<file path="config.mk">
export PLATFORM = sky130hd
export DESIGN_NAME = id_ex_operand_stage
export DESIGN_NICKNAME = d
export VERILOG_FILES = /design/src/rtl/id_ex_operand_stage.sv
export SDC_FILE = /design/constraint.sdc
export NUM_CORES = 1
export LEC_CHECK = 0
export BUFFER_PORTS_ARGS = -buffer_cell sky130_fd_sc_hd__buf_4
export CORE_AREA = 2 2 275 277
export DETAILED_ROUTE_END_ITERATION = 8
export DIE_AREA = 0 0 277 279
export SETUP_SLACK_MARGIN = 0.15
export SLEW_MARGIN = 10
export SYNTH_ARGS = -nofsm -noshare
export SYNTH_HDL_FRONTEND = slang
export SYNTH_SLANG_ARGS = --single-unit
</file>
<file path="constraint.sdc">
create_clock -name clk -period 5.2 [get_ports clk]
set_input_delay 0.52 -clock clk [delete_from_list [all_inputs] [get_ports clk]]
set_output_delay 0.52 -clock clk [all_outputs]
set_load 0.02 [all_outputs]
</file>
<file path="src/rtl/id_ex_operand_stage.sv">
// ID/EX pipeline register with load-use hazard detection, EX/MEM and MEM/WB
// operand forwarding, and ALU operation decode for the 64-bit EX stage.
module id_ex_operand_stage #(
  parameter int XLEN  = 64,
  parameter int RA_W  = 5,
  parameter int CNT_W = 32
) (
  input  logic             clk,
  input  logic             reset,
  input  logic             id_valid,
  input  logic [RA_W-1:0]  id_rs1,
  input  logic [RA_W-1:0]  id_rs2,
  input  logic [RA_W-1:0]  id_rd,
  input  logic [XLEN-1:0]  id_rs1_data,
  input  logic [XLEN-1:0]  id_rs2_data,
  input  logic [XLEN-1:0]  id_imm,
  input  logic [1:0]       id_aluop,
  input  logic [3:0]       id_funct,
  input  logic             id_alusrc,
  input  logic             id_regwrite,
  input  logic             id_memread,
  input  logic             id_memwrite,
  input  logic             id_memtoreg,
  input  logic             id_branch,
  input  logic             flush,
  input  logic             hold,
  input  logic             exmem_regwrite,
  input  logic [RA_W-1:0]  exmem_rd,
  input  logic [XLEN-1:0]  exmem_result,
  input  logic             memwb_regwrite,
  input  logic [RA_W-1:0]  memwb_rd,
  input  logic [XLEN-1:0]  memwb_data,
  output logic [XLEN-1:0]  alu_a,
  output logic [XLEN-1:0]  alu_b,
  output logic [3:0]       alu_op,
  output logic [XLEN-1:0]  store_data,
  output logic             ex_valid,
  output logic [RA_W-1:0]  ex_rd,
  output logic             ex_regwrite,
  output logic             ex_memread,
  output logic             ex_memwrite,
  output logic             ex_memtoreg,
  output logic             ex_branch,
  output logic [XLEN-1:0]  ex_imm,
  output logic             stall_id,
  output logic [CNT_W-1:0] stall_cnt,
  output logic [CNT_W-1:0] flush_cnt
);

  localparam logic [CNT_W-1:0] CNT_ONE = {{(CNT_W-1){1'b0}}, 1'b1};

  logic [RA_W-1:0] ex_rs1;
  logic [RA_W-1:0] ex_rs2;
  logic [XLEN-1:0] ex_rs1_data;
  logic [XLEN-1:0] ex_rs2_data;
  logic [1:0]      ex_aluop;
  logic [3:0]      ex_funct;
  logic            ex_alusrc;
  logic            load_in_ex;
  logic            load_bubble;
  logic [XLEN-1:0] fwd_rs1;
  logic [XLEN-1:0] fwd_rs2;

  assign load_in_ex = ex_valid && ex_memread && (ex_rd != '0);

  always_comb begin
    stall_id = load_in_ex && id_valid && ((ex_rd == id_rs1) || (ex_rd == id_rs2));
    if (flush || hold) stall_id = 1'b0;
  end

  // Flush beats hold; hold beats a stall or an empty ID slot.
  assign load_bubble = reset || flush || (!hold && (stall_id || !id_valid));

  always_ff @(posedge clk) begin
    if (load_bubble) begin
      ex_valid    <= 1'b0;
      ex_rs1      <= '0;
      ex_rs2      <= '0;
      ex_rd       <= '0;
      ex_rs1_data <= '0;
      ex_rs2_data <= '0;
      ex_imm      <= '0;
      ex_aluop    <= 2'b00;
      ex_funct    <= 4'b0000;
      ex_alusrc   <= 1'b0;
      ex_regwrite <= 1'b0;
      ex_memread  <= 1'b0;
      ex_memwrite <= 1'b0;
      ex_memtoreg <= 1'b0;
      ex_branch   <= 1'b0;
    end else if (!hold) begin
      ex_valid    <= 1'b1;
      ex_rs1      <= id_rs1;
      ex_rs2      <= id_rs2;
      ex_rd       <= id_rd;
      ex_rs1_data <= id_rs1_data;
      ex_rs2_data <= id_rs2_data;
      ex_imm      <= id_imm;
      ex_aluop    <= id_aluop;
      ex_funct    <= id_funct;
      ex_alusrc   <= id_alusrc;
      ex_regwrite <= id_regwrite;
      ex_memread  <= id_memread;
      ex_memwrite <= id_memwrite;
      ex_memtoreg <= id_memtoreg;
      ex_branch   <= id_branch;
    end
  end

  always_ff @(posedge clk) begin
    if (reset) begin
      stall_cnt <= '0;
      flush_cnt <= '0;
    end else begin
      if (stall_id && (stall_cnt != '1)) stall_cnt <= stall_cnt + CNT_ONE;
      if (flush && (flush_cnt != '1)) flush_cnt <= flush_cnt + CNT_ONE;
    end
  end

  // EX/MEM is the younger producer, so it wins over MEM/WB.
  always_comb begin
    fwd_rs1 = ex_rs1_data;
    if (exmem_regwrite && (exmem_rd != '0) && (exmem_rd == ex_rs1))
      fwd_rs1 = exmem_result;
    else if (memwb_regwrite && (memwb_rd != '0) && (memwb_rd == ex_rs1))
      fwd_rs1 = memwb_data;
  end

  always_comb begin
    fwd_rs2 = ex_rs2_data;
    if (exmem_regwrite && (exmem_rd != '0) && (exmem_rd == ex_rs2))
      fwd_rs2 = exmem_result;
    else if (memwb_regwrite && (memwb_rd != '0) && (memwb_rd == ex_rs2))
      fwd_rs2 = memwb_data;
  end

  assign alu_a      = fwd_rs1;
  assign alu_b      = ex_alusrc ? ex_imm : fwd_rs2;
  assign store_data = fwd_rs2;

  always_comb begin
    alu_op = 4'b1111;
    case (ex_aluop)
      2'b00: alu_op = 4'b0010;
      2'b01: alu_op = 4'b0110;
      2'b10: begin
        case (ex_funct)
          4'b0000: alu_op = 4'b0010;
          4'b1000: alu_op = 4'b0110;
          4'b0111: alu_op = 4'b0000;
          4'b0110: alu_op = 4'b0001;
          4'b0001: alu_op = 4'b1000;
          default: alu_op = 4'b1111;
        endcase
      end
      default: alu_op = 4'b1111;
    endcase
  end

endmodule

</file>
==> flow_summary.ini, run 1 <==
[setup_path]
reg2regPathDepth = 7
r2r-end = ex_rs2_data[23]
critical_path_class = register to output pin
reg2reg_from = ex_rd[4]
worstPathMaxFanout = 22
required_ns = 4.68
crit_path_end = alu_b[5]
endpoint_kind = output pin
start_kind = register
startpoint = ex_rs2[2]
regToRegSetupSlack_ns = 2.08
worstPathArrival_ns = 3.38

[pwr]
powerDensity_nw_per_um2 = 252.7
seq_power_share_pct = 41.0
clockPowerShare_pct = 43.4
ir_worst_vdd_v = 0.0002109
power_frac_comb_pct = 15.6
power_leakage_nw = 9.600
intPower_mw = 4.066
switching_share_pct = 26.57
power.switching_mw = 1.472

[final_layout]
area_growth_pct = 49.80
fin_area_um2 = 21910
drive_above_1_share_pct = 35.63
fin_nets = 2737

[timing]
setup_tns_ns = 0
layout_min_cycle_time_ns = 3.901
clock.fmax_mhz = 256.4
fin_crit_sh_pct = 75.01
slew_headroom_pct = 32.90
setup_viol = 0
fin_ws_ns = 1.299
tightest_slew_ns = 1.007
hold_viol = 0
drv_slew = 0
rsz0062_at_grt = false
finClkSkew_ns = 0.01626

[placement]
gp_congestion = 0.8912
port_buffers = 699
place_ws_ns = 1.356
hpwl_um = 48260
placed_area_um2 = 20810

[floorplanning]
die_h_um = 279
fp-row-count = 100
die_width_um = 277
io_pins = 700
die-area_um2 = 77280
core_um2 = 74070
initial_core_util_pct = 19.75

[yosys]
synth_cell_type_count = 50
synth_edf_count = 0
ys_ff_latch = 284
ys_seq_area_share_pct = 38.86
netlist_area_um2 = 14630
synth_ff_type = dfxtp_1
yosysWarnings = 0
syn_nets = 2099
avgSynthCellArea_um2 = 8.441
synthCells = 1733
synth-async-reset-ratio_pct = 0

[cts]
insertion_delay_ns = 0.54
root_buffer = clkbuf_16
cts.clk_slew.worst_paths_ns = 0.06
clock-sinks = 284
post_cts_buffers = 0
cts-buffers-inserted = 36
cts_max_level = 2
hold_buffers = 0
cts-resized-gates = 0
cts_tree = done
cts_buffer_depth = 3

[global_routing]
overflow = 0
antenna_found_initial = 3
grt_pass1_wl_um = 90420
grt_max_degree = 107
grt.total_usage_pct = 15.16
grt_pass1_vias = 14540

[status]
status = finished, final reports clean

[route]
first_iter_violations = 575
wl_per_cell_um = 18.47
detail_route.wirelength_um = 62170
vias = 14910
firstDrtPassIters = 5
final_antenna_net_count = 0
vias_per_cell = 4.430
drc_errors = 0

[min_path]
hp-class = primary input to register

[flow_run]
maxCapViolCount = 0
layout by cell type (no fill, tap or decap), drive strengths merged, types with 13 or more instances in the layout:
cell type and instances:
nor2 345, mux2 71, clkbuf 51, xnor2 30, buf 718, mux2i 286, inv 13, nand2 230
dfxtp 284, a21oi 26, xor2 29, a31oi 66, nand4 23, o21ai 82, or3 15, nand3 26
synth_stat cells (7+ instances only):
master	instances	share of area, %
a21oi_1	26	0.89
a31oi_1	65	2.8
and4_1	9	0.54
buf_2	51	1.7
buf_6	7	0.54
clkbuf_1	59	1.5
dfxtp_1	284	39
inv_1	11	0.28
mux2_2	71	5.5
mux2i_1	286	20
nand2_1	230	5.9
nand3_1	25	0.86
nand4_1	23	0.98
nor2_1	345	8.9
nor2b_1	9	0.38
nor3_1	10	0.34
nor4_1	10	0.43
o21ai_0	80	2.7
or3_1	15	0.64
or4_1	10	0.51
xnor2_1	30	1.8
xor2_1	29	1.7
registers in the layout, summed over array words and instances, names as in the netlist, 2 cells and up:
signal,cells
ex_imm,64
ex_rs2,5
ex_rd,5
ex_rs2_data,64
ex_aluop,2
flush_cnt,32
ex_funct,4
ex_rs1_data,64
ex_rs1,5
stall_cnt,32
power groups by stage:
stage               logic, mW  clock network, mW  registers (mW)
floorplan               0.389                  0            2.32
global placement        0.861                  0            2.32
detailed placement      0.866                  0            2.32
CTS                     0.868               2.50            2.27
global route            0.921               2.58            2.28
finish                  0.863               2.40            2.27
metal layers:
layer	routed length, µm	track usage, %
met1	25590	18.03
met2	30080	26.19
met3	4059	3.380
met4	2421	6.494
met5	10	0
critical path: stages, from the launching register on:
cell     delay (ns)
dfxtp_1        0.34
xor2_1         0.17
nor4_1         0.55
and3_4         0.58
buf_12         0.23
nand2_1        0.07
a31oi_1        0.46
mux2_2         0.26
buf_4          0.13
how the worst min path moves through the flow:
| stage | start | to | depth (start not counted) | slack, ns |
|---|---|---|---|---|
| 2_1_floorplan | ex_rs1_data[0] | ex_rs1_data[0] | 2 | 0.46 |
| 4_1_cts | id_rs2_data[36] | ex_rs2_data[36] | 3 | 0.15 |
| 5_1_grt | id_rs2_data[36] | ex_rs2_data[36] | 3 | 0.17 |
| 6_report | id_rs2_data[33] | ex_rs2_data[33] | 3 | 0.20 |
| 3_5_place_dp | ex_valid | ex_valid | 2 | 0.46 |
| 3_3_place_gp | ex_valid | ex_valid | 2 | 0.46 |
through the flow:
step	instances	util [%]	power (mW)	hold slack, ns
floorplan	1733	-	2.708	0.4627
global placement	3302	28.09	3.178	0.4579
detailed placement	3302	28.09	3.184	0.4642
CTS	3363	29.58	5.634	0.1546
global route	3364	29.58	5.777	0.1738
finish	3366	29.59	5.538	0.2024
kinds of logic (layout without fill, tap and decap cells):
logic type               Yosys count  count (layout)  share of synthesized area (%)
XOR/XNOR                          59              59                          3.532
buffers and inverters            129             790                          4.131
flip-flops                       284             284                          38.86
AND/OR/NAND/NOR                  710             710                          20.74
adder cells (fa/ha/maj)            2               2                         0.1710
other                              0               3                              0
AO/OA/AOI/OAI                    192             192                          7.527
multiplexers                     357             357                          25.03
layout make-up:
class	instances	area (µm²)
Clock buffer	51	1018
Tap cell	969	1212
Sequential cell	284	5689
Clock inverter	10	82.58
Multi-Input combinational cell	1320	8378
Inverter	11	41.29
Fill cell	7960	52160
Timing Repair Buffer	718	5485
Antenna cell	3	7.507
No activity file was read; power rests on OpenSTA's default activity.
==> run 2: changes to the inputs <==
--- a/config.mk
+++ b/config.mk
@@ -6,9 +6,9 @@
 export NUM_CORES = 1
 export LEC_CHECK = 0
 export BUFFER_PORTS_ARGS = -buffer_cell sky130_fd_sc_hd__buf_4
-export CORE_AREA = 2 2 275 277
+export CORE_AREA = 2 2 270 272
 export DETAILED_ROUTE_END_ITERATION = 8
-export DIE_AREA = 0 0 277 279
+export DIE_AREA = 0 0 272 274
 export SETUP_SLACK_MARGIN = 0.15
 export SLEW_MARGIN = 10
 export SYNTH_ARGS = -nofsm -noshare
==> constraint.sdc (replaced) <==
create_clock -name clk -period 3.85 [get_ports clk]
set_input_delay 0.385 -clock clk [delete_from_list [all_inputs] [get_ports clk]]
set_output_delay 0.385 -clock clk [all_outputs]
set_load 0.02 [all_outputs]
==> run 2 against run 1 <==
Net effect:
- sequential power is 35% higher
- utilization is 1.4 points higher
- global-route usage is 0.60 points higher
- critical endpoint is now alu_b[39]
==> flow_summary.ini, run 2 (synthesis gave the netlist of run 1 again) <==
[status]
status = finished, final reports clean

[cts]
clock-sinks = 284
post_cts_buffers = 0
insertion_delay_ns = 0.55
hold_buffers = 0
cts-buffers-inserted = 37
root_buffer = clkbuf_16
cts_tree = done
cts_buffer_depth = 3
cts_max_level = 2
cts.clk_slew.worst_paths_ns = 0.06

[final_layout]
fin_area_um2 = 22270
fillers = 7625
area_growth_pct = 52.24
utilization_pct = 30.95
drive_above_1_share_pct = 36.42
layout_commonest_cell = buf_4
layout_common_cells = buf_4, nor2_1, mux2i_1
fin_nets = 2753
biggestRegsByFlops = ex_imm x64, ex_rs1_data x64, ex_rs2_data x64

[setup_path]
worstPathArrival_ns = 3.20
reg2regPathDepth = 6
worstPathCellList = xnor2_1 -> nand3_1 -> or4_4 -> buf_12 -> buf_12 -> nor2_1 -> a31oi_2 -> mux2_2 -> buf_4
critPathMaxStageDelay_ns = 0.64
worstPathMaxFanout = 37
required_ns = 3.46
critical_path_class = register to output pin
endpoint_kind = output pin
cp_slowest_cell = or4_4
crit_top_cell = buf_12
start_kind = register

[global_routing]
grt_pass1_wl_um = 89960
grt_max_degree = 104
overflow = 0
antenna_found_initial = 5
grt_pass1_vias = 14340
grt.total_usage_pct = 15.76

[route]
vias_per_cell = 4.453
vias = 15020
drc_errors = 0
detail_route.wirelength_um = 63370
firstDrtPassIters = 6
final_antenna_net_count = 0
first_iter_violations = 848
wl_per_cell_um = 18.79

[flow_run]
maxCapViolCount = 0

[timing]
finClkSkew_ns = 0.01922
setup_tns_ns = 0
setup_viol = 0
layout_min_cycle_time_ns = 3.583
hold_viol = 0
clock.fmax_mhz = 279.1
rsz0062_at_grt = false
slew_headroom_pct = 42.24
drv_slew = 0
fin_crit_sh_pct = 93.06
tightest_slew_ns = 0.8665

[floorplanning]
io_pins = 700
core_um2 = 71970
die_h_um = 274
die_width_um = 272
die-area_um2 = 74530
fp-row-count = 99
initial_core_util_pct = 20.33

[pwr]
powerDensity_nw_per_um2 = 353.8
power_leakage_nw = 9.792
ir_worst_vdd_v = 0.0002244

[placement]
port_buffers = 699
gp_congestion = 0.9271
hpwl_um = 48390
placed_area_um2 = 20990

[min_path]
hp-class = primary input to register
worstHoldPathCells = 3
[run 2: cell types whose count changed in the layout (fill, tap and decap cells not counted), moves of 2 or more]
cell,delta
buf_4,+8
clkbuf_1,-6
bufinv_16,+3
buf_12,+7
clkbuf_8,+4
inv_6,-2
[run 2: worst paths after layout]
check | start | endpoint | slack (ns)
worst max-delay path | ex_rs2[4] | alu_b[39] | 0.27
worst min-delay path | id_rd[1] | ex_rd[1] | 0.06
worst max register to register | ex_rd[1] | stall_cnt[10] | 1.31
worst min register to register | ex_valid | ex_valid | 0.48
[run 2: power breakdown]
part	switching [mW]	total [mW]	leakage (nW)	internal [mW]
logic	0.587	1.18	6.86	0.591
registers	0.0609	3.07	2.30	3.01
clock network	1.41	3.64	0.628	2.23
[run 2: routing by layer]
layer  GRT usage (%)  part of all wire [%]
met5               0                 0.054
met4           6.883                   4.0
met3           3.906                   7.7
met2           26.36                    47
met1           19.15                    41
[run 2: area by class of cell]
class / count / area [µm²] / area share, %
multi-input combinational: 1320 / 8391 / 37.67
sequential: 284 / 5689 / 25.54
timing repair buffer: 733 / 5685 / 25.53
tap: 959 / 1200 / 5.388
clock buffer: 50 / 1076 / 4.831
clock inverter: 13 / 183.9 / 0.8258
inverter: 11 / 41.29 / 0.1854
antenna: 2 / 5.005 / 0.02247
[run 2: through the flow]
step	setup slack, ns	hold WS [ns]	power (mW)	std cells
after global placement	0.5524	0.4554	4.303	3307
after floorplan	1.212	0.4627	3.657	1733
after detailed placement	0.5238	0.4742	4.308	3307
after CTS	0.2480	0.03057	7.996	3370
final	0.2673	0.06322	7.880	3372
after global routing	0.1735	0.04650	8.191	3372
[run 2: what timing repair did]
item | CTS | global route
gates cloned | 0 | 0
resized for setup | 1 | 1
hold endpoints to repair | 0 | 0
endpoints found under the setup margin | 3 | 1
[run 2: critical path: cells and delay by family, from the launching register on]
kind            cells  cell delay (ns)
simple gates        3             1.02
xor+xnor            1             0.14
mux                 1             0.30
compound gates      1             0.14
flops               1             0.39
buf+inv             3             0.59
